File: src/rtl/pixel_scan_gen.sv
`default_nettype none
// ============================================================================
// Module   : pixel_scan_gen
// Purpose  : Raster walker emitting one complex sample c and its pixel address
//            per beat over valid/ready, using only adders and shifts.
// Revision : 1.0
// ============================================================================
module pixel_scan_gen #(
    parameter int Q      = 21,
    parameter int N      = 32,
    parameter int H_RES  = 640,
    parameter int V_RES  = 480,
    parameter int STEP0  = 9830,
    parameter int ZSHIFT = 2
) (
    input  logic         clk,
    input  logic         rst,
    input  logic         frame_start,
    input  logic [N-1:0] real_coord_X,
    input  logic [N-1:0] real_coord_Y,
    input  logic [1:0]   zoom_level,
    output logic         out_valid,
    input  logic         out_ready,
    output logic [N-1:0] c_re,
    output logic [N-1:0] c_im,
    output logic [15:0]  pix_x,
    output logic [15:0]  pix_y,
    output logic         out_last,
    output logic         busy,
    output logic         frame_done,
    output logic         view_dirty
);

    localparam logic [15:0]  c_x_last = 16'(H_RES - 1);
    localparam logic [15:0]  c_y_last = 16'(V_RES - 1);
    localparam logic [N-1:0] c_step0  = N'(STEP0);

    // Elaboration-time sanity checks on the fixed-point format.
    if (Q <= 0 || Q >= N) begin : g_q_check
        $error("pixel_scan_gen: Q must lie in 1..N-1");
    end
    if (H_RES < 1 || V_RES < 1 || H_RES > 65536 || V_RES > 65536) begin : g_res_check
        $error("pixel_scan_gen: resolution must fit the 16-bit pixel address");
    end

    typedef enum logic [1:0] {
        S_IDLE = 2'd0,
        S_LOAD = 2'd1,
        S_SCAN = 2'd2,
        S_DONE = 2'd3
    } state_t;

    state_t       r_state;
    state_t       w_state_nxt;

    logic [N-1:0] r_origin_x;
    logic [N-1:0] r_origin_y;
    logic [1:0]   r_lvl;
    logic [N-1:0] r_step;
    logic [N-1:0] r_c_re;
    logic [N-1:0] r_c_im;
    logic [15:0]  r_pix_x;
    logic [15:0]  r_pix_y;
    logic         r_dirty;
    logic         r_armed;

    logic         w_xfer;
    logic         w_eol;
    logic         w_eof;
    logic         w_view_diff;
    logic [5:0]   w_shamt;
    logic [N-1:0] w_step_load;

    assign w_xfer      = (r_state == S_SCAN) && out_ready;
    assign w_eol       = (r_pix_x == c_x_last);
    assign w_eof       = w_eol && (r_pix_y == c_y_last);
    assign w_view_diff = (real_coord_X != r_origin_x) ||
                         (real_coord_Y != r_origin_y) ||
                         (zoom_level   != r_lvl);
    assign w_shamt     = 6'(ZSHIFT * int'(zoom_level));
    assign w_step_load = c_step0 >> w_shamt;

    always_ff @(posedge clk) begin
        if (rst) begin
            r_state <= S_IDLE;
        end else begin
            r_state <= w_state_nxt;
        end
    end

    // Auto-rerender is only armed once a view has actually been latched,
    // so a stale comparison against reset values never starts a frame.
    always_comb begin
        w_state_nxt = r_state;
        case (r_state)
            S_IDLE: begin
                if (frame_start || (r_dirty && r_armed)) begin
                    w_state_nxt = S_LOAD;
                end
            end
            S_LOAD: w_state_nxt = S_SCAN;
            S_SCAN: begin
                if (w_xfer && w_eof) begin
                    w_state_nxt = S_DONE;
                end
            end
            S_DONE: w_state_nxt = S_IDLE;
            default: w_state_nxt = S_IDLE;
        endcase
    end

    always_ff @(posedge clk) begin
        if (rst) begin
            r_origin_x <= '0;
            r_origin_y <= '0;
            r_lvl      <= '0;
            r_step     <= '0;
            r_c_re     <= '0;
            r_c_im     <= '0;
            r_pix_x    <= '0;
            r_pix_y    <= '0;
            r_armed    <= 1'b0;
        end else begin
            case (r_state)
                S_LOAD: begin
                    r_origin_x <= real_coord_X;
                    r_origin_y <= real_coord_Y;
                    r_lvl      <= zoom_level;
                    r_step     <= w_step_load;
                    r_c_re     <= real_coord_X;
                    r_c_im     <= real_coord_Y;
                    r_pix_x    <= '0;
                    r_pix_y    <= '0;
                    r_armed    <= 1'b1;
                end
                S_SCAN: begin
                    // The final beat leaves the payload in place; DONE follows.
                    if (w_xfer && !w_eof) begin
                        if (w_eol) begin
                            r_pix_x <= '0;
                            r_c_re  <= r_origin_x;
                            r_pix_y <= r_pix_y + 16'd1;
                            r_c_im  <= r_c_im - r_step;
                        end else begin
                            r_pix_x <= r_pix_x + 16'd1;
                            r_c_re  <= r_c_re + r_step;
                        end
                    end
                end
                default: ;
            endcase
        end
    end

    always_ff @(posedge clk) begin
        if (rst) begin
            r_dirty <= 1'b0;
        end else if (r_state == S_LOAD) begin
            r_dirty <= 1'b0;
        end else if (w_view_diff) begin
            r_dirty <= 1'b1;
        end
    end

    assign out_valid  = (r_state == S_SCAN);
    assign out_last   = out_valid && w_eof;
    assign busy       = (r_state == S_LOAD) || (r_state == S_SCAN);
    assign frame_done = (r_state == S_DONE);
    assign view_dirty = r_dirty;
    assign c_re       = r_c_re;
    assign c_im       = r_c_im;
    assign pix_x      = r_pix_x;
    assign pix_y      = r_pix_y;

endmodule
`default_nettype wire
File: config.mk
export PLATFORM = sky130hd
export DESIGN_NAME = pixel_scan_gen
export DESIGN_NICKNAME = d
export VERILOG_FILES = /design/src/rtl/pixel_scan_gen.sv
export SDC_FILE = /design/constraint.sdc
export NUM_CORES = 1
export LEC_CHECK = 0
export ABC_AREA = 1
export BUFFER_PORTS_ARGS = -buffer_cell sky130_fd_sc_hd__clkbuf_2
export CAP_MARGIN = 10
export CORE_MARGIN = 4
export CORE_UTILIZATION = 58
export CTS_CLUSTER_DIAMETER = 60
export DETAILED_ROUTE_END_ITERATION = 10
export PLACE_DENSITY = 0.93
export SLEW_MARGIN = 25
export SYNTH_ARGS = -nofsm -noshare
export SYNTH_HDL_FRONTEND = slang
export SYNTH_SLANG_ARGS = --single-unit
File: constraint.sdc
create_clock -name clk -period 2.56 [get_ports clk]
set_clock_uncertainty 0.2 [all_clocks]
set_input_delay 0.384 -clock clk [delete_from_list [all_inputs] [get_ports clk]]
set_output_delay 0.384 -clock clk [all_outputs]
set_load 0.02 [all_outputs]
==> results.sh <==
export IMPL_layout_nets=2116
export IMPL_leakage_nw=6.358
export IMPL_num_rows=51
export IMPL_first_iter_violations=1551
export IMPL_worst_pin_slew_ns=0.7254
export IMPL_htree_levels=4
export IMPL_hold_viol_final=0
export IMPL_grt_setup_unrepaired="yes"
export IMPL_routed_via_density=5.848
export IMPL_clkSlewWorstSetupHoldPaths_ns=0.07
export IMPL_critPathArrivalTime_ns=1.94
export IMPL_cts_root_buffer_cell="clkbuf_16"
export IMPL_fmax_mhz=395.9
export IMPL_holdPathEnd="r_step[13]"
export IMPL_die_h_um=148.4
export IMPL_async_flop_share_pct=0
export IMPL_design_area_um2=13470
export IMPL_fp_dieW_um=148.4
export IMPL_synthCells=1840
export IMPL_setup_viol=0
export IMPL_synthesis_nets=1945
export IMPL_critPathSlowestCell="dfxtp_1"
export IMPL_r2r_slack_ns=0.13
export IMPL_startpoint_type="flip-flop"
export IMPL_crit_family="simple AND/OR/NAND/NOR gates"
export IMPL_port_buffers=170
export IMPL_vias=13400
export IMPL_crit_type="reg2out"
export IMPL_vdd_drop_max_mv=1.042
export IMPL_syn_area_per_cell_um2=6.217
export IMPL_hp_start="zoom_level[1]"
export IMPL_r2r_end="c_re[15]"
export IMPL_grt_pass1_wl_um=60810
export IMPL_synth_seq_area_share_pct=29.57
export IMPL_wl_per_cell_um=17.22
export IMPL_critPathBufInv=1
export IMPL_ys_types=45
export IMPL_powerDensity_nw_per_um2=1344
export IMPL_cp_cell_sequence="ha_4 -> nand2_2 -> nor3_1 -> nand4_1 -> nor3_4 -> clkbuf_8"
export IMPL_crit_fanout=4
export IMPL_drc_errors=0
export IMPL_cp_required_ns=1.98
export IMPL_fin_setup_tns_ns=0
export IMPL_whs_path_depth=2
export IMPL_synth_edf_count=0
export IMPL_dr_pass1_iters=6
export IMPL_grt_use_total_pct=34.15
export IMPL_rr_worst_depth=11
export IMPL_die_area_um2=22030
export IMPL_start_util_pct=58.78
export IMPL_core_area_um2=19460
export IMPL_finalCritPeriodShare_pct=98.68
export IMPL_hp_class="in2reg"
export IMPL_outcome="completed"
export IMPL_antenna_found_initial=2
export IMPL_hpwlAfterDp_um=29500
export IMPL_synth_seq_cells=169
export IMPL_grt_pass1_vias=11720
export IMPL_grt_max_degree=75
export IMPL_clkLatencyLatePin_ns=0.44
export IMPL_drive_above_1_share_pct=15.76
export IMPL_ant_nets=0
export IMPL_wl_um=39440
export IMPL_end_kind="output port"
export IMPL_timing_rr_start="r_step[9]"
export IMPL_slew_limit_headroom_pct=51.57
export IMPL_clockBufferDepth=2
export IMPL_slew_viol_final=0
export IMPL_crit_path_max_incr_delay_ns=0.39
export IMPL_cts_tree="built"
export IMPL_io_pin_count=171
export IMPL_drv_cap=0
export IMPL_finalPower_w=0.01811
export IMPL_post_dp_cell_area_um2=12640
export IMPL_synth_cell_area_um2=11440
export IMPL_fin_crit_ns=2.526
export IMPL_cts_sinks=169
export IMPL_synth_warnings=0
export IMPL_synth_flop_cell="dfxtp_1"
export IMPL_overflow=0
export IMPL_cts_made_buffers=17
export IMPL_routabilityCongestion=1.031
export IMPL_area_delta_synth_final_pct=17.76
layer usage:
metal	global-route usage, %	part of all wire [%]	up-vias
met5	0	0	-
met4	14.78	4.5	0
met3	6.185	11	127
met2	53.69	45	817
met1	46.13	40	6124
li1	-	-	6330
cells by family after synthesis:
group / after synthesis / synth area share [%]
DFF: 169 / 29.57
xor gates and xnor gates: 61 / 4.670
and+or+nand+nor: 900 / 33.89
buffers and inverters: 288 / 10.26
AOI/OAI and AO/OA: 386 / 17.55
adders and majority gates: 35 / 3.959
muxes: 1 / 0.08750
through the flow:
stage | util, % | hold WS [ns] | setup slack [ns] | cells
6_report | 69.22 | 0.01478 | 0.03387 | 2291
4_1_cts | 68.31 | 0.0004385 | 0.002459 | 2283
2_1_floorplan | - | 0.2347 | 0.06612 | 1840
3_3_place_gp | 64.94 | 0.2544 | 0.1455 | 2244
5_1_grt | 69.22 | 0.006594 | -0.04697 | 2291
3_5_place_dp | 64.94 | 0.2651 | 0.1085 | 2244
synthesized netlist by cell type (5+ instances only):
cell	n	area (um2)
nor3_2	12	120.1
o211ai_1	6	45.04
o21ai_0	144	720.7
nand2_4	5	56.30
xor2_1	39	341.6
nor2_1	207	777.0
nor3_1	42	210.2
nand2_1	465	1745
inv_2	9	33.78
buf_6	8	90.09
clkbuf_1	50	187.7
buf_4	8	60.06
nand3b_1	7	52.55
o22ai_1	13	81.33
dfxtp_1	169	3383
nand4_1	30	187.7
xnor2_1	22	192.7
a211oi_1	5	37.54
ha_1	33	412.9
o21ai_1	14	70.07
a21oi_1	193	965.9
inv_1	205	769.5
nand3_1	107	535.5
placed cells by master, fill, tap and decap left out, types with 4 or more instances in the layout:
cell type,synthesis,final
ha_4,0,7
clkbuf_16,0,17
xor2_1,39,39
nand4_1,30,30
nand2_2,3,4
buf_12,0,5
nor3_2,12,12
a211oi_1,5,5
nand3b_1,7,7
nor2_4,4,4
o22ai_1,13,13
nand3_1,107,106
ha_1,33,24
o21ai_0,144,143
or2_2,4,4
inv_1,205,204
nand2_4,5,7
nor2_1,207,206
o211ai_1,6,6
dfxtp_1,169,166
nand2_1,465,462
nor4_1,4,4
o21ai_1,14,15
a21oi_1,193,192
inv_2,9,11
nor3_1,42,41
xnor2_1,22,22
buf_4,8,48
clkbuf_2,0,169
area by class of cell:
| type | count | area (um2) |
|---|---|---|
| antenna | 2 | 5.005 |
| clock buffer | 21 | 460.4 |
| clock inverter | 11 | 113.9 |
| fill | 1661 | 5991 |
| inverter | 216 | 814.5 |
| multi-input combinational | 1383 | 7025 |
| sequential | 169 | 3390 |
| tap | 265 | 331.6 |
| timing repair buffer | 224 | 1331 |
where the power goes:
| group | switching, W | internal [W] | leakage [nW] |
|---|---|---|---|
| Sequential | 0.000989 | 0.00353 | 1.39 |
| Combinational | 0.00733 | 0.00366 | 4.69 |
| Clock | 0.00118 | 0.00141 | 0.277 |
flip-flops by register name, summed over array words and instances, names as in the netlist, 2 cells and up:
name / count
c_im: 32
c_re: 32
r_origin_x: 32
r_origin_y: 32
pix_x: 16
pix_y: 16
r_step: 3
r_lvl: 2
r_state: 2
repair_timing:
action / in CTS / in global routing
pin swaps: 5 / 7
setup endpoints to repair: 1 / 23
hold buffers: 0 / 0
resized for setup: 8 / 21
buffers inserted: 7 / 6
worst max path at each step:
stage | slack [ns] | from | depth (start not counted) | to
after floorplan | 0.07 | r_state[0] | 7 | out_last
after global placement | 0.15 | r_lvl[0] | 13 | c_im[21]
after CTS | 0.002 | pix_x[0] | 10 | out_last
after detailed placement | 0.11 | r_lvl[0] | 14 | c_im[24]
after global routing | -0.05 | pix_x[1] | 10 | out_last
final | 0.03 | pix_y[1] | 6 | out_last
worst reg2reg max path: stages, from the launching register on:
cell,delay [ns]
dfxtp_1,0.32
buf_4,0.18
ha_1,0.36
nand2_1,0.10
nand3_1,0.18
nand2_1,0.10
nand2_1,0.09
nand2_1,0.07
nand2_1,0.21
xor2_1,0.22
o21ai_0,0.20
a21oi_1,0.09
(Power assumes the default switching activity.)
